`src/rtl/reg_writeback_unit_pkg.sv`:
```
// Shared RISC-V register definitions for the writeback slice: widths, x0 index and queue entry.
// Build option WB_BYPASS_EN (used by reg_writeback_unit) enables the pending-write bypass search.
package reg_writeback_unit_pkg;

  localparam int RV_ADDR_W = 5;
  localparam int RV_DATA_W = 32;
  localparam logic [RV_ADDR_W-1:0] REG_ZERO = 5'd0;

  typedef struct packed {
    logic [RV_ADDR_W-1:0] rd;
    logic [RV_DATA_W-1:0] data;
  } wb_entry_t;

endpackage

```
`src/rtl/reg_writeback_unit_wb_fifo.sv`:
```
// Circular writeback queue: up to two pushes (push_a older than push_b) and one pop per cycle.
// The storage array is exported so the top level can search pending writes.
module reg_writeback_unit_wb_fifo
  import reg_writeback_unit_pkg::*;
#(
  parameter int DEPTH = 4,
  localparam int PTR_W = $clog2(DEPTH),
  localparam int CNT_W = PTR_W + 1
) (
  input  logic             CLK,
  input  logic             RST,
  input  logic [1:0]       push_cnt,
  input  wb_entry_t        push_a,
  input  wb_entry_t        push_b,
  input  logic             pop,
  output wb_entry_t        head,
  output logic [CNT_W-1:0] count,
  output logic [PTR_W-1:0] rd_ptr,
  output wb_entry_t        entries [DEPTH]
);

  logic [PTR_W-1:0] wr_ptr;
  logic [PTR_W-1:0] wr_ptr_next;
  logic             pop_eff;

  assign wr_ptr_next = wr_ptr + PTR_W'(1);
  assign pop_eff     = pop && (count != '0);
  assign head        = entries[rd_ptr];

  // Storage is not reset; clearing the pointers is enough to discard stale entries.
  always_ff @(posedge CLK) begin
    if (push_cnt != 2'd0) entries[wr_ptr] <= push_a;
    if (push_cnt == 2'd2) entries[wr_ptr_next] <= push_b;
  end

  always_ff @(posedge CLK) begin
    if (RST) begin
      wr_ptr <= '0;
      rd_ptr <= '0;
      count  <= '0;
    end else begin
      wr_ptr <= wr_ptr + PTR_W'(push_cnt);
      rd_ptr <= rd_ptr + PTR_W'(pop_eff);
      count  <= count + CNT_W'(push_cnt) - CNT_W'(pop_eff);
    end
  end

endmodule

```
`src/rtl/reg_writeback_unit.sv`:
```
// In-order writeback queue feeding the register_file write port, one write per cycle.
// Define WB_BYPASS_EN to enable youngest-match lookup of pending writes on RS1/RS2.
module reg_writeback_unit
  import reg_writeback_unit_pkg::*;
#(
  parameter int DEPTH  = 4,
  parameter int ADDR_W = RV_ADDR_W,
  parameter int DATA_W = RV_DATA_W
) (
  input  logic              CLK,
  input  logic              RST,
  input  logic              ALU_VALID,
  input  logic [ADDR_W-1:0] ALU_RD,
  input  logic [DATA_W-1:0] ALU_DATA,
  input  logic              LD_VALID,
  input  logic [ADDR_W-1:0] LD_RD,
  input  logic [DATA_W-1:0] LD_DATA,
  output logic              STALL,
  output logic              WRITE_ENABLE,
  output logic [ADDR_W-1:0] WRITE_REG,
  output logic [DATA_W-1:0] WRITE_DATA,
  input  logic [ADDR_W-1:0] RS1_ADDR,
  input  logic [ADDR_W-1:0] RS2_ADDR,
  output logic              BYP1_HIT,
  output logic [DATA_W-1:0] BYP1_DATA,
  output logic              BYP2_HIT,
  output logic [DATA_W-1:0] BYP2_DATA
);

  localparam int PTR_W = $clog2(DEPTH);
  localparam int CNT_W = PTR_W + 1;

  logic             ld_acc;
  logic             alu_acc;
  logic [1:0]       push_cnt;
  logic             write_en;
  wb_entry_t        push_a;
  wb_entry_t        push_b;
  wb_entry_t        head;
  logic [CNT_W-1:0] count;
  logic [PTR_W-1:0] rd_ptr;
  wb_entry_t        entries [DEPTH];

  // Two free slots are needed because both sources may arrive together.
  assign STALL    = count > CNT_W'(DEPTH - 2);
  assign ld_acc   = LD_VALID && (LD_RD != REG_ZERO) && !STALL;
  assign alu_acc  = ALU_VALID && (ALU_RD != REG_ZERO) && !STALL;
  assign push_cnt = {1'b0, ld_acc} + {1'b0, alu_acc};

  // Compact accepted results so the older one (load) always lands in the first slot.
  always_comb begin
    push_b.rd   = ALU_RD;
    push_b.data = ALU_DATA;
    if (ld_acc) begin
      push_a.rd   = LD_RD;
      push_a.data = LD_DATA;
    end else begin
      push_a = push_b;
    end
  end

  reg_writeback_unit_wb_fifo #(
    .DEPTH(DEPTH)
  ) u_fifo (
    .CLK     (CLK),
    .RST     (RST),
    .push_cnt(push_cnt),
    .push_a  (push_a),
    .push_b  (push_b),
    .pop     (write_en),
    .head    (head),
    .count   (count),
    .rd_ptr  (rd_ptr),
    .entries (entries)
  );

  assign write_en     = count != '0;
  assign WRITE_ENABLE = write_en;
  assign WRITE_REG    = write_en ? head.rd : '0;
  assign WRITE_DATA   = write_en ? head.data : '0;

`ifdef WB_BYPASS_EN
  // Walk oldest to youngest so a later match overrides an earlier one.
  always_comb begin
    logic [PTR_W-1:0] idx;
    BYP1_HIT  = 1'b0;
    BYP1_DATA = '0;
    BYP2_HIT  = 1'b0;
    BYP2_DATA = '0;
    idx       = '0;
    for (int k = 0; k < DEPTH; k++) begin
      idx = rd_ptr + PTR_W'(k);
      if (CNT_W'(k) < count) begin
        if ((RS1_ADDR != REG_ZERO) && (entries[idx].rd == RS1_ADDR)) begin
          BYP1_HIT  = 1'b1;
          BYP1_DATA = entries[idx].data;
        end
        if ((RS2_ADDR != REG_ZERO) && (entries[idx].rd == RS2_ADDR)) begin
          BYP2_HIT  = 1'b1;
          BYP2_DATA = entries[idx].data;
        end
      end
    end
  end
`else
  logic unused_bypass;

  always_comb begin
    unused_bypass = ^{RS1_ADDR, RS2_ADDR, rd_ptr};
    for (int k = 0; k < DEPTH; k++) begin
      unused_bypass = unused_bypass ^ (^entries[k]);
    end
  end

  assign BYP1_HIT  = 1'b0;
  assign BYP1_DATA = '0;
  assign BYP2_HIT  = 1'b0;
  assign BYP2_DATA = '0;
`endif

endmodule
```
`config.mk`:
```
export PLATFORM = sky130hd
export DESIGN_NAME = reg_writeback_unit
export DESIGN_NICKNAME = d
export VERILOG_FILES = /design/src/rtl/reg_writeback_unit_pkg.sv /design/src/rtl/reg_writeback_unit_wb_fifo.sv /design/src/rtl/reg_writeback_unit.sv
export SDC_FILE = /design/constraint.sdc
export NUM_CORES = 1
export LEC_CHECK = 0
export BUFFER_PORTS_ARGS = -buffer_cell sky130_fd_sc_hd__buf_2
export CORE_MARGIN = 2
export CORE_UTILIZATION = 55
export CTS_CLUSTER_SIZE = 14
export DETAILED_ROUTE_END_ITERATION = 16
export HOLD_SLACK_MARGIN = 0.08
export PLACE_DENSITY_LB_ADDON = 0.1
export SYNTH_ARGS = -nofsm -noshare
export SYNTH_HDL_FRONTEND = slang
export SYNTH_HIERARCHICAL = 1
export SYNTH_SLANG_ARGS = --single-unit
```
`constraint.sdc`:
```
create_clock -name CLK -period 3.7 [get_ports CLK]
set_input_delay 0.37 -clock CLK [delete_from_list [all_inputs] [get_ports CLK]]
set_output_delay 0.37 -clock CLK [all_outputs]
set_load 0.05 [all_outputs]
```
==> impl_metrics.prom, run 1 <==
# TYPE chip_impl_metric gauge
chip_impl_info{name="outcome",value="completed"} 1
chip_impl_metric{name="synthCells",unit=""} 1037
chip_impl_metric{name="min_period_over_period",unit=""} 0.752
chip_impl_metric{name="die-width",unit="µm"} 131
chip_impl_metric{name="numPortBuffers",unit=""} 116
chip_impl_metric{name="detail_route.wl_per_cell",unit="µm"} 17.8
chip_impl_metric{name="floorplan.initialDensity",unit=""} 0.562
chip_impl_metric{name="initialDrtViolationCount",unit=""} 719
chip_impl_metric{name="post_cts_resize_count",unit=""} 0
chip_impl_info{name="grt_setup_unrepaired",value="false"} 1
chip_impl_metric{name="synth_seq_cells",unit=""} 155
chip_impl_metric{name="clkPwrFrac",unit=""} 0.187
chip_impl_metric{name="worstSkewPairLatency",unit="ns"} 0.43
chip_impl_metric{name="maxCapViolations",unit=""} 0
chip_impl_metric{name="cts_htree_levels",unit=""} 4
chip_impl_metric{name="grt_antenna_before_repair",unit=""} 1
chip_impl_metric{name="coreArea",unit="µm²"} 15800
chip_impl_metric{name="drt-vias-per-instance",unit=""} 5.94
chip_impl_metric{name="nFillCells",unit=""} 1415
chip_impl_metric{name="cp.required",unit="ns"} 3.33
chip_impl_metric{name="placement_rows",unit=""} 46
chip_impl_metric{name="firstDrtPassIters",unit=""} 5
chip_impl_metric{name="max_clock_freq",unit="MHz"} 360
chip_impl_metric{name="timing.final.max_slew_violations",unit=""} 0
chip_impl_metric{name="postCtsSetupRepairBufs",unit=""} 0
chip_impl_metric{name="finalPower",unit="mW"} 10.1
chip_impl_metric{name="grt_first_pass_wirelength",unit="µm"} 38200
chip_impl_metric{name="skew",unit="ns"} 0.00846
chip_impl_metric{name="design.final.nets",unit=""} 1186
chip_impl_info{name="timing.setup.critical_path_class",value="flip-flop to primary output"} 1
chip_impl_info{name="ys_top_cells_by_area",value="sky130_fd_sc_hd__dfxtp_1, sky130_fd_sc_hd__mux4_2, sky130_fd_sc_hd__o21ai_0"} 1
chip_impl_metric{name="comb_power_share",unit=""} 0.510
chip_impl_metric{name="area_growth_syn_to_layout",unit="%"} 10.7
chip_impl_metric{name="timing_hold_violations_final",unit=""} 0
chip_impl_info{name="mostFrequentLayoutCell",value="sky130_fd_sc_hd__dfxtp_1"} 1
chip_impl_metric{name="slew_headroom",unit=""} 0.454
chip_impl_metric{name="place.gp.congestion",unit=""} 0.804
chip_impl_metric{name="post-synth-top-area-fraction",unit=""} 0.349
chip_impl_metric{name="die-height",unit="µm"} 131
chip_impl_metric{name="cts_inserted_buffers",unit=""} 17
chip_impl_metric{name="synth.distinct_cells",unit=""} 43
chip_impl_info{name="critPathCaptureType",value="primary output"} 1
chip_impl_metric{name="switching_share",unit=""} 0.444
chip_impl_metric{name="switchingPower",unit="mW"} 4.47
chip_impl_info{name="hold_path.startpoint",value="ALU_DATA[21]"} 1
chip_impl_info{name="cts-root-buf",value="sky130_fd_sc_hd__clkbuf_16"} 1
chip_impl_metric{name="top_level_ports",unit=""} 193
chip_impl_metric{name="place.detailed.hpwl",unit="µm"} 13800
chip_impl_metric{name="critical_path.max_fanout",unit=""} 23
chip_impl_info{name="yosysTopAreaCell",value="sky130_fd_sc_hd__dfxtp_1"} 1
chip_impl_metric{name="die_area",unit="µm²"} 17200
chip_impl_metric{name="track_usage",unit=""} 0.272
chip_impl_metric{name="final_layout_size_suffix_gt1_frac",unit=""} 0.213
chip_impl_metric{name="num_antenna_cells",unit=""} 0
chip_impl_metric{name="sequentialPowerShare",unit=""} 0.303
chip_impl_metric{name="cts.sink_count",unit=""} 155
chip_impl_info{name="worstReg2RegStart",value="u_fifo/count[0]"} 1
chip_impl_metric{name="power.static_leakage",unit="nW"} 4.13
chip_impl_info{name="worstSetupStartpoint",value="u_fifo/rd_ptr[1]"} 1
chip_impl_metric{name="detail-route-antenna-nets",unit=""} 0
chip_impl_metric{name="synth_seq_area_share",unit=""} 0.349
chip_impl_metric{name="yosysWarnings",unit=""} 6
chip_impl_metric{name="final_period_minus_worst_setup_slack",unit="ns"} 2.78
chip_impl_metric{name="cts-root-to-sink-buffers",unit=""} 2
chip_impl_metric{name="routed-via-count",unit=""} 7848
chip_impl_metric{name="cell_internal_pwr",unit="mW"} 5.61
chip_impl_metric{name="syn_area_per_cell",unit="µm²"} 8.57
chip_impl_metric{name="cts_hold_buffers",unit=""} 0
chip_impl_info{name="layout.cells.most_common_list",value="sky130_fd_sc_hd__dfxtp_1, sky130_fd_sc_hd__o21ai_0, sky130_fd_sc_hd__buf_2"} 1
chip_impl_metric{name="setup_total_negative_slack",unit="ns"} 0
chip_impl_info{name="tritoncts",value="yes"} 1
chip_impl_metric{name="pwr_density_cell",unit="nW/µm²"} 1020
chip_impl_info{name="hold_crit_class",value="primary input to flip-flop"} 1
chip_impl_metric{name="synthesis.area",unit="µm²"} 8890
chip_impl_metric{name="drc",unit=""} 0
chip_impl_metric{name="setup_viol_count_final",unit=""} 0
chip_impl_metric{name="peak_ir_drop_on_the_vdd_network",unit="mV"} 0.525
chip_impl_metric{name="grt_max_degree",unit=""} 77
chip_impl_info{name="timing.critical_path.from_type",value="flip-flop"} 1
chip_impl_metric{name="grt_overflow",unit=""} 0
chip_impl_metric{name="number_of_global_route_vias_before_repair",unit=""} 7135
chip_impl_metric{name="worst-endpoint-arrival",unit="ns"} 2.41
chip_impl_metric{name="path_clk_slew",unit="ns"} 0.06
chip_impl_metric{name="worst_slew_pin_slew",unit="ns"} 0.818
chip_impl_metric{name="routed_wl",unit="µm"} 23500
==> power groups by stage <==
stage                     clock [mW]  sequential (mW)  combinational, mW
final                           1.89             3.06               5.14
after global routing            1.99             3.16               5.57
after CTS                       1.91             3.05               5.13
after detailed placement           0             3.08               5.13
after global placement             0             3.06               5.05
after floorplan                    0             2.83               4.25
==> per-layer routing <==
| metal | global-route usage | wire [µm] |
|---|---|---|
| met5 | 0 | 11 |
| met4 | 0.0731 | 323 |
| met3 | 0.0583 | 1850 |
| met2 | 0.431 | 11000 |
| met1 | 0.380 | 10300 |
==> layout make-up <==
| cell class | count | area [µm²] | area share |
|---|---|---|---|
| clock buffer | 19 | 433 | 0.0440 |
| timing repair buffer | 140 | 786 | 0.0798 |
| sequential | 155 | 3110 | 0.316 |
| tap | 216 | 270 | 0.0275 |
| multi-input combinational | 771 | 5010 | 0.509 |
| inverter | 8 | 31.3 | 0.00318 |
| clock inverter | 13 | 198 | 0.0201 |
==> cell families (layout without fill, tap and decap cells) <==
family / count (synthesis) / in the layout / share of synthesized area
AND/OR/NAND/NOR: 314 / 314 / 0.165
AO/OA/AOI/OAI: 275 / 275 / 0.178
buffers and inverters: 176 / 180 / 0.118
flip-flops: 155 / 155 / 0.349
multiplexers: 106 / 106 / 0.176
adder cells (fa/ha/maj): 5 / 5 / 0.00788
XOR/XNOR: 5 / 5 / 0.00493
other: 1 / 66 / 0.000422
==> path summary, 6_finish.rpt <==
check / to / slack [ns] / depth (start not counted)
worst max-delay path: WRITE_DATA[13] / 0.92 / 4
worst min-delay path: u_fifo/entries[21] / 0.20 / 3
worst max register to register: u_fifo/count[2] / 0.95 / 11
worst min register to register: u_fifo/entries[61] / 0.49 / 2
==> critical path, cell delays in order, from the launching register on <==
cell and delay [ns]:
sky130_fd_sc_hd__dfxtp_2 0.82, sky130_fd_sc_hd__buf_4 0.41, sky130_fd_sc_hd__mux4_2 0.34, sky130_fd_sc_hd__nor2b_1 0.15, sky130_fd_sc_hd__buf_2 0.24
==> state kept, by name, summed over array words and instances (netlist names) <==
signal,flops
u_fifo/wr_ptr,2
u_fifo/entries,148
u_fifo/count,3
u_fifo/rd_ptr,2
==> cell usage after synthesis <==
library cell	count
sky130_fd_sc_hd__mux2_2	15
sky130_fd_sc_hd__o311a_1	1
sky130_fd_sc_hd__xor2_1	3
sky130_fd_sc_hd__or4b_4	1
sky130_fd_sc_hd__buf_1	3
sky130_fd_sc_hd__xnor2_1	2
sky130_fd_sc_hd__nand2b_1	1
sky130_fd_sc_hd__or3_4	1
sky130_fd_sc_hd__a22o_1	5
sky130_fd_sc_hd__o311ai_0	1
sky130_fd_sc_hd__o21ai_0	149
sky130_fd_sc_hd__o21bai_1	1
sky130_fd_sc_hd__mux2_1	17
sky130_fd_sc_hd__mux4_2	37
sky130_fd_sc_hd__nand2_1	37
sky130_fd_sc_hd__inv_2	1
sky130_fd_sc_hd__buf_4	70
sky130_fd_sc_hd__nand4b_1	1
sky130_fd_sc_hd__o211ai_1	1
sky130_fd_sc_hd__dfxtp_1	155
sky130_fd_sc_hd__a21oi_2	1
sky130_fd_sc_hd__o311ai_4	1
sky130_fd_sc_hd__or3_1	1
sky130_fd_sc_hd__a31oi_1	111
sky130_fd_sc_hd__ha_1	4
sky130_fd_sc_hd__nand3_1	111
sky130_fd_sc_hd__conb_1	1
sky130_fd_sc_hd__o21ai_1	1
sky130_fd_sc_hd__buf_2	19
sky130_fd_sc_hd__clkbuf_1	62
sky130_fd_sc_hd__o31ai_1	1
sky130_fd_sc_hd__nor2b_1	40
sky130_fd_sc_hd__o21a_1	1
sky130_fd_sc_hd__and2_1	2
sky130_fd_sc_hd__inv_1	7
sky130_fd_sc_hd__fa_1	1
sky130_fd_sc_hd__mux2i_1	37
sky130_fd_sc_hd__nor3_1	2
sky130_fd_sc_hd__and4bb_2	1
sky130_fd_sc_hd__buf_6	14
sky130_fd_sc_hd__nor2_1	115
sky130_fd_sc_hd__o21ba_2	1
sky130_fd_sc_hd__nand4bb_1	1
==> per-stage QoR <==
stage	utilization	worst slack [ns]	std cells	hold slack (ns)	cell area, µm²
after floorplan	-	0.840	1102	0.442	9130
after global placement	0.582	0.656	1290	0.475	9210
after detailed placement	0.582	0.631	1290	0.477	9210
after CTS	0.622	0.928	1322	0.187	9840
after global routing	0.622	0.768	1322	0.200	9840
final	0.622	0.919	1322	0.199	9840
(Power assumes the default switching activity.)
==> run 2: changes to the inputs <==
Settings changed: ABC_AREA set to 1, CORE_UTILIZATION 55 to 51.
Clock period 3.7 ns to 2.5 ns, I/O delays scaled along.
==> impl_metrics.prom, run 2 <==
# TYPE chip_impl_metric gauge
chip_impl_metric{name="synth_seq_area_share",unit=""} 0.315
chip_impl_metric{name="sequential_cell_area",unit="µm²"} 3100
chip_impl_info{name="timing.setup.critical_path_class",value="flip-flop to flip-flop"} 1
chip_impl_metric{name="number_of_global_route_vias_before_repair",unit=""} 8995
chip_impl_info{name="synth-main-ff-cell",value="sky130_fd_sc_hd__dfxtp_1"} 1
chip_impl_info{name="grt_setup_unrepaired",value="false"} 1
chip_impl_info{name="largest_registers",value="u_fifo/entries: 148 flops, u_fifo/count: 3 flops"} 1
chip_impl_metric{name="placement.cell_area",unit="µm²"} 10600
chip_impl_metric{name="cts.sink_count",unit=""} 155
chip_impl_metric{name="initialDrtViolationCount",unit=""} 900
chip_impl_metric{name="timing.final.max_slew_violations",unit=""} 0
chip_impl_metric{name="floorplan.initialDensity",unit=""} 0.523
chip_impl_metric{name="worstSkewPairLatency",unit="ns"} 0.42
chip_impl_metric{name="slew_headroom",unit=""} 0.459
chip_impl_metric{name="coreArea",unit="µm²"} 18800
chip_impl_metric{name="nFillCells",unit=""} 1899
chip_impl_metric{name="grt_first_pass_wirelength",unit="µm"} 48000
chip_impl_info{name="yosysMostFrequentCell",value="sky130_fd_sc_hd__nand2_1"} 1
chip_impl_metric{name="detail-route-antenna-nets",unit=""} 0
chip_impl_info{name="outcome",value="completed"} 1
chip_impl_metric{name="drt-vias-per-instance",unit=""} 5.04
chip_impl_metric{name="cts_htree_levels",unit=""} 4
chip_impl_metric{name="timing_hold_violations_final",unit=""} 0
chip_impl_metric{name="finalPower",unit="mW"} 17.2
chip_impl_info{name="mostFrequentLayoutCell",value="sky130_fd_sc_hd__nand2_1"} 1
chip_impl_metric{name="largest_reg_flops",unit=""} 148
chip_impl_metric{name="final_layout_size_suffix_gt1_frac",unit=""} 0.122
chip_impl_metric{name="path_clk_slew",unit="ns"} 0.07
chip_impl_metric{name="top_level_ports",unit=""} 193
chip_impl_metric{name="peak_ir_drop_on_the_vdd_network",unit="mV"} 1.40
chip_impl_info{name="critPathCaptureType",value="flip-flop"} 1
chip_impl_metric{name="synth.distinct_cells",unit=""} 26
chip_impl_metric{name="place.detailed.hpwl",unit="µm"} 18400
chip_impl_metric{name="die-width",unit="µm"} 143
chip_impl_metric{name="syn_area_per_cell",unit="µm²"} 5.80
chip_impl_metric{name="finish.cell_count_without_fillers",unit=""} 2064
chip_impl_metric{name="track_usage",unit=""} 0.302
chip_impl_metric{name="maxCapViolations",unit=""} 0
chip_impl_metric{name="numPortBuffers",unit=""} 116
chip_impl_metric{name="setup_viol_count_final",unit=""} 0
chip_impl_info{name="layout.cells.most_common_list",value="sky130_fd_sc_hd__nand2_1, sky130_fd_sc_hd__inv_1, sky130_fd_sc_hd__dfxtp_1"} 1
chip_impl_metric{name="worst-endpoint-arrival",unit="ns"} 2.65
chip_impl_metric{name="power.static_leakage",unit="nW"} 6.62
chip_impl_info{name="cts-root-buf",value="sky130_fd_sc_hd__clkbuf_16"} 1
chip_impl_metric{name="area_growth_syn_to_layout",unit="%"} 14.8
chip_impl_metric{name="worst_slew_pin_slew",unit="ns"} 0.810
chip_impl_info{name="yosysTopAreaCell",value="sky130_fd_sc_hd__dfxtp_1"} 1
chip_impl_metric{name="cp.required",unit="ns"} 2.81
chip_impl_metric{name="dp_worst_setup_slack",unit="ns"} -0.0625
chip_impl_metric{name="grt_antenna_before_repair",unit=""} 1
chip_impl_metric{name="detail_route.wl_per_cell",unit="µm"} 15.4
chip_impl_metric{name="cts_inserted_buffers",unit=""} 17
chip_impl_metric{name="firstDrtPassIters",unit=""} 6
chip_impl_metric{name="dpl.cell_count",unit=""} 2022
chip_impl_metric{name="place.gp.congestion",unit=""} 0.822
chip_impl_metric{name="pwr_density_cell",unit="nW/µm²"} 1520
chip_impl_metric{name="final_period_minus_worst_setup_slack",unit="ns"} 2.34
chip_impl_info{name="synth.top_cells.by_count",value="sky130_fd_sc_hd__nand2_1, sky130_fd_sc_hd__inv_1, sky130_fd_sc_hd__dfxtp_1"} 1
chip_impl_metric{name="routed_wl",unit="µm"} 31700
chip_impl_metric{name="postCtsSetupRepairBufs",unit=""} 0
chip_impl_metric{name="synth_edf_count",unit=""} 0
chip_impl_metric{name="die_area",unit="µm²"} 20400
chip_impl_info{name="tritoncts",value="yes"} 1
chip_impl_metric{name="drc",unit=""} 0
chip_impl_metric{name="grt_max_degree",unit=""} 43
chip_impl_info{name="ys_top_cells_by_area",value="sky130_fd_sc_hd__dfxtp_1, sky130_fd_sc_hd__nand2_1, sky130_fd_sc_hd__inv_1"} 1
chip_impl_metric{name="max_clock_freq",unit="MHz"} 428
chip_impl_metric{name="routed-via-count",unit=""} 10400
chip_impl_metric{name="skew",unit="ns"} 0.00742
chip_impl_metric{name="synthCells",unit=""} 1699
chip_impl_metric{name="layout_setup_ws",unit="ns"} 0.161
chip_impl_metric{name="area_occupied_by_multi_input_gates",unit="µm²"} 5140
chip_impl_metric{name="setup_total_negative_slack",unit="ns"} 0
chip_impl_metric{name="die-height",unit="µm"} 143
chip_impl_info{name="hold_crit_class",value="primary input to flip-flop"} 1
chip_impl_metric{name="min_period_over_period",unit=""} 0.936
chip_impl_info{name="max_flop_register",value="u_fifo/entries"} 1
chip_impl_metric{name="yosysWarnings",unit=""} 6
chip_impl_metric{name="placement_rows",unit=""} 50
chip_impl_metric{name="post-synth-top-area-fraction",unit=""} 0.315
chip_impl_metric{name="cts-root-to-sink-buffers",unit=""} 2
chip_impl_metric{name="critical_path.max_fanout",unit=""} 20
chip_impl_metric{name="post_layout_inst_area",unit="µm²"} 11300
chip_impl_metric{name="grt_overflow",unit=""} 0
chip_impl_metric{name="synth_seq_cells",unit=""} 155
chip_impl_metric{name="design.final.nets",unit=""} 1883
chip_impl_metric{name="synthesis.area",unit="µm²"} 9850
chip_impl_info{name="timing.critical_path.from_type",value="flip-flop"} 1
chip_impl_metric{name="share_of_async_settable_or_async_resettable_flops_after_synthesis",unit=""} 0
run 2: cell count changes in the layout (fill, tap and decap cells not counted), sizes merged, moves of 37 or more:
cell / delta
mux2i: -37
nor2b: -40
o22ai: +37
inv: +240
a31oi: -111
mux4: -37
o21ai: -75
nand2: +648
nand3: +43
run 2: metal layers:
metal / up-vias / wire, µm / GRT usage
met5: - / 0 / 0
met4: 0 / 427 / 0.0709
met3: 34 / 2570 / 0.0399
met2: 442 / 14800 / 0.510
met1: 4700 / 13900 / 0.411
li1: 5220 / - / -
run 2: layout make-up:
cell class	count	share of cell area
well taps	260	0.0288
clock inverters	11	0.0148
inverters	250	0.0837
multi-input cells	1199	0.454
flip-flops and latches	155	0.275
diodes	1	0.000221
repair buffers	167	0.103
clock buffers	21	0.0407
run 2: cell families after synthesis:
family / after synthesis / synth area share
xor+xnor: 2 / 0.00178
flops: 155 / 0.315
buf+inv: 412 / 0.193
other cells: 1 / 0.000381
fa+ha+maj: 5 / 0.00711
simple gates: 1009 / 0.419
compound gates: 115 / 0.0635
run 2: power breakdown:
group	leakage [nW]	internal, mW	total (mW)	switching, mW
registers	1.30	3.79	4.38	0.587
clock network	0.303	1.72	2.78	1.06
logic	5.02	2.92	10.0	7.11
run 2: per-stage QoR:
step,hold slack [ns],util
6_report,0.0869,0.600
5_1_grt,0.0873,0.600
4_1_cts,0.0830,0.599
3_5_place_dp,0.469,0.561
3_3_place_gp,0.461,0.561
2_1_floorplan,0.321,-
run 2: path summary, 6_finish.rpt:
check | to | start | slack, ns | depth (start not counted)
max | u_fifo/entries[133] | u_fifo/count[2] | 0.16 | 12
min | u_fifo/entries[31] | ALU_DATA[31] | 0.09 | 3
max reg2reg | u_fifo/entries[133] | u_fifo/count[2] | 0.16 | 12
min reg2reg | u_fifo/entries[46] | u_fifo/entries[46] | 0.53 | 4
run 2: repair_timing:
action / 4_1_cts / 5_1_grt
resized for setup: 1 / 5
cloned: 0 / 2
hold buffers: 7 / 0
hold endpoints to repair: 13 / 0
pin swaps: 2 / 1
endpoints found under the setup margin: 45 / 75
run 2: critical path: stages, from the launching register on:
cell                      delay [ns]
sky130_fd_sc_hd__dfxtp_1        0.37
sky130_fd_sc_hd__a21oi_4        0.20
sky130_fd_sc_hd__nand2_1        0.07
sky130_fd_sc_hd__a21oi_1        0.16
sky130_fd_sc_hd__ha_2           0.35
sky130_fd_sc_hd__nor2_4         0.29
sky130_fd_sc_hd__buf_4          0.20
sky130_fd_sc_hd__inv_2          0.06
sky130_fd_sc_hd__nand2_2        0.11
sky130_fd_sc_hd__buf_12         0.19
sky130_fd_sc_hd__nand2_1        0.07
sky130_fd_sc_hd__nand3_1        0.08
sky130_fd_sc_hd__nand2_1        0.06
==> run 3: changes to the inputs <==
Settings changed: CORE_MARGIN 2 to 5.
==> impl_metrics.prom, run 3 (synthesis gave the netlist of run 2 again) <==
# TYPE chip_impl_metric gauge
chip_impl_info{name="grt_setup_unrepaired",value="false"} 1
chip_impl_metric{name="peak_ir_drop_on_the_vdd_network",unit="mV"} 1.18
chip_impl_metric{name="final_period_minus_worst_setup_slack",unit="ns"} 2.34
chip_impl_metric{name="grt_first_pass_wirelength",unit="µm"} 50300
chip_impl_metric{name="numPortBuffers",unit=""} 116
chip_impl_metric{name="grt_max_degree",unit=""} 38
chip_impl_info{name="layout.cells.most_common_list",value="sky130_fd_sc_hd__nand2_1, sky130_fd_sc_hd__inv_1, sky130_fd_sc_hd__dfxtp_1"} 1
chip_impl_metric{name="setup_viol_count_final",unit=""} 0
chip_impl_info{name="cp_slowest_cell",value="sky130_fd_sc_hd__dfxtp_2"} 1
chip_impl_metric{name="worst-endpoint-arrival",unit="ns"} 2.09
chip_impl_metric{name="fin_worst_hold_slack",unit="ns"} 0.0851
chip_impl_info{name="r2r-end",value="u_fifo/count[2]"} 1
chip_impl_metric{name="initialDrtViolationCount",unit=""} 928
chip_impl_metric{name="coreArea",unit="µm²"} 18900
chip_impl_info{name="hold_crit_class",value="primary input to flip-flop"} 1
chip_impl_metric{name="place.detailed.hpwl",unit="µm"} 20000
chip_impl_info{name="worst_hold_path.endpoint",value="u_fifo/entries[28]"} 1
chip_impl_metric{name="detail_route.wl_per_cell",unit="µm"} 15.4
chip_impl_info{name="hold_path.startpoint",value="ALU_DATA[28]"} 1
chip_impl_metric{name="grt_overflow",unit=""} 0
chip_impl_metric{name="dpl.cell_count",unit=""} 2032
chip_impl_info{name="path_delay_family",value="buffers and inverters"} 1
chip_impl_metric{name="worstPathBufferInverterCount",unit=""} 3
chip_impl_metric{name="reg2reg_slack",unit="ns"} 0.21
chip_impl_metric{name="placement_rows",unit=""} 50
chip_impl_info{name="crit_chain",value="buf_4 -> o21ai_0 -> o22ai_1 -> inv_1 -> nor2_1 -> buf_2"} 1
chip_impl_metric{name="area_growth_syn_to_layout",unit="%"} 13.4
chip_impl_metric{name="floorplan.initialDensity",unit=""} 0.522
chip_impl_metric{name="routed_wl",unit="µm"} 31900
chip_impl_info{name="critPathCaptureType",value="primary output"} 1
chip_impl_info{name="tritoncts",value="yes"} 1
chip_impl_metric{name="die-height",unit="µm"} 149
chip_impl_info{name="outcome",value="completed"} 1
chip_impl_metric{name="finish.cell_count_without_fillers",unit=""} 2069
chip_impl_metric{name="number_of_global_route_vias_before_repair",unit=""} 9526
chip_impl_metric{name="area_occupied_by_multi_input_gates",unit="µm²"} 5110
chip_impl_metric{name="top_level_ports",unit=""} 193
chip_impl_metric{name="timing.critical_path.slowest_cell_delay",unit="ns"} 0.44
chip_impl_metric{name="routed-via-count",unit=""} 10500
chip_impl_metric{name="final_layout_size_suffix_gt1_frac",unit=""} 0.126
chip_impl_info{name="timing.critical_path.from_type",value="flip-flop"} 1
chip_impl_metric{name="path_clk_slew",unit="ns"} 0.06
chip_impl_metric{name="whs_path_depth",unit=""} 3
chip_impl_metric{name="max_clock_freq",unit="MHz"} 428
chip_impl_metric{name="timing.final.max_slew_violations",unit=""} 0
chip_impl_metric{name="worst_slew_pin_slew",unit="ns"} 0.562
chip_impl_metric{name="cts_htree_levels",unit=""} 4
chip_impl_metric{name="place.gp.congestion",unit=""} 0.852
chip_impl_metric{name="critical_path.max_fanout",unit=""} 36
chip_impl_metric{name="die-width",unit="µm"} 149
chip_impl_info{name="mostFrequentLayoutCell",value="sky130_fd_sc_hd__nand2_1"} 1
chip_impl_metric{name="power.static_leakage",unit="nW"} 6.60
chip_impl_metric{name="setup_total_negative_slack",unit="ns"} 0
chip_impl_metric{name="cp.required",unit="ns"} 2.25
chip_impl_info{name="cts-root-buf",value="sky130_fd_sc_hd__clkbuf_16"} 1
chip_impl_metric{name="largest_reg_flops",unit=""} 148
chip_impl_metric{name="maxCapViolations",unit=""} 0
chip_impl_metric{name="worstSkewPairLatency",unit="ns"} 0.42
chip_impl_metric{name="min_period_over_period",unit=""} 0.935
chip_impl_info{name="timing.setup.critical_path_class",value="flip-flop to primary output"} 1
chip_impl_metric{name="timing_hold_violations_final",unit=""} 0
chip_impl_metric{name="drc",unit=""} 0
chip_impl_metric{name="skew",unit="ns"} 0.00733
chip_impl_metric{name="design.final.nets",unit=""} 1890
chip_impl_metric{name="cts-root-to-sink-buffers",unit=""} 2
chip_impl_metric{name="timing.reg2reg.worst_path_depth",unit=""} 10
chip_impl_metric{name="drt-vias-per-instance",unit=""} 5.06
chip_impl_metric{name="num_antenna_cells",unit=""} 0
chip_impl_metric{name="track_usage",unit=""} 0.283
chip_impl_info{name="largest_registers",value="u_fifo/entries: 148 flops, u_fifo/count: 3 flops"} 1
chip_impl_metric{name="pwr_density_cell",unit="nW/µm²"} 1520
chip_impl_metric{name="nFillCells",unit=""} 1940
chip_impl_metric{name="cts_inserted_buffers",unit=""} 17
chip_impl_metric{name="die_area",unit="µm²"} 22200
chip_impl_metric{name="firstDrtPassIters",unit=""} 5
chip_impl_metric{name="post_layout_inst_area",unit="µm²"} 11200
chip_impl_metric{name="slew_headroom",unit=""} 0.625
chip_impl_metric{name="grt_antenna_before_repair",unit=""} 0
chip_impl_info{name="max_flop_register",value="u_fifo/entries"} 1
chip_impl_info{name="worstReg2RegStart",value="u_fifo/count[0]"} 1
chip_impl_metric{name="placement.cell_area",unit="µm²"} 10500
chip_impl_metric{name="detail-route-antenna-nets",unit=""} 0
chip_impl_metric{name="cts.sink_count",unit=""} 155
chip_impl_metric{name="sequential_cell_area",unit="µm²"} 3100
-- run 3: changes by cell type in the layout (fill, tap and decap cells not counted), sizes merged, moves of 2 or more --
cell / previous run / this run
dlygate4sd3: 7 / 3
bufinv: 4 / 2
clkbuf: 21 / 25
nor2: 135 / 133
clkinv: 5 / 2
buf: 160 / 173
-- run 3: final cells by class --
| type | instances | area share |
|---|---|---|
| Timing Repair Buffer | 176 | 0.0985 |
| Clock inverter | 6 | 0.00761 |
| Clock buffer | 25 | 0.0452 |
| Tap cell | 260 | 0.0291 |
| Multi-Input combinational cell | 1197 | 0.458 |
| Sequential cell | 155 | 0.278 |
| Inverter | 250 | 0.0843 |
-- run 3: what timing repair did --
action,CTS,global route
endpoints found under the setup margin,0,1
gates resized for setup,0,1
hold buffers,3,0
endpoints found under the hold margin,6,0
buffers inserted,0,3
-- run 3: worst max-delay path by stage --
stage	startpoint	endpoint	slack [ns]	cells past startpoint
after detailed placement	u_fifo/count[0]	u_fifo/count[2]	0.17	10
after floorplan	u_fifo/count[2]	u_fifo/count[2]	0.004	14
final	u_fifo/rd_ptr[0]	WRITE_DATA[17]	0.16	6
after global routing	u_fifo/count[0]	u_fifo/count[2]	0.03	10
after CTS	u_fifo/count[0]	u_fifo/count[2]	0.15	10
after global placement	u_fifo/count[0]	u_fifo/count[2]	0.20	10
-- run 3: where the power goes --
part           internal [mW]  total [mW]  switching, mW
Combinational           2.91        9.92           7.02
Clock                   1.60        2.62           1.02
Sequential              3.79        4.41          0.619
Total                   8.30        17.0           8.66
-- run 3: per-layer routing --
metal	up-vias	GRT usage	share of wire
li1	5225	-	-
met5	-	0	0
met2	492	0.464	0.45
met4	0	0.0636	0.012
met1	4716	0.387	0.44
met3	36	0.0538	0.096
-- run 3: worst min-delay path: stages --
cell and delay, ns:
sky130_fd_sc_hd__buf_2 0.12, sky130_fd_sc_hd__nand2_1 0.06, sky130_fd_sc_hd__nand2_1 0.05
-- run 3: through the flow --
stage | power (mW) | utilization | setup WS (ns)
2_1_floorplan | 11.8 | - | 0.00441
3_3_place_gp | 14.1 | 0.557 | 0.197
3_5_place_dp | 14.2 | 0.557 | 0.173
4_1_cts | 16.9 | 0.590 | 0.151
5_1_grt | 18.3 | 0.592 | 0.0284
6_report | 17.0 | 0.592 | 0.162
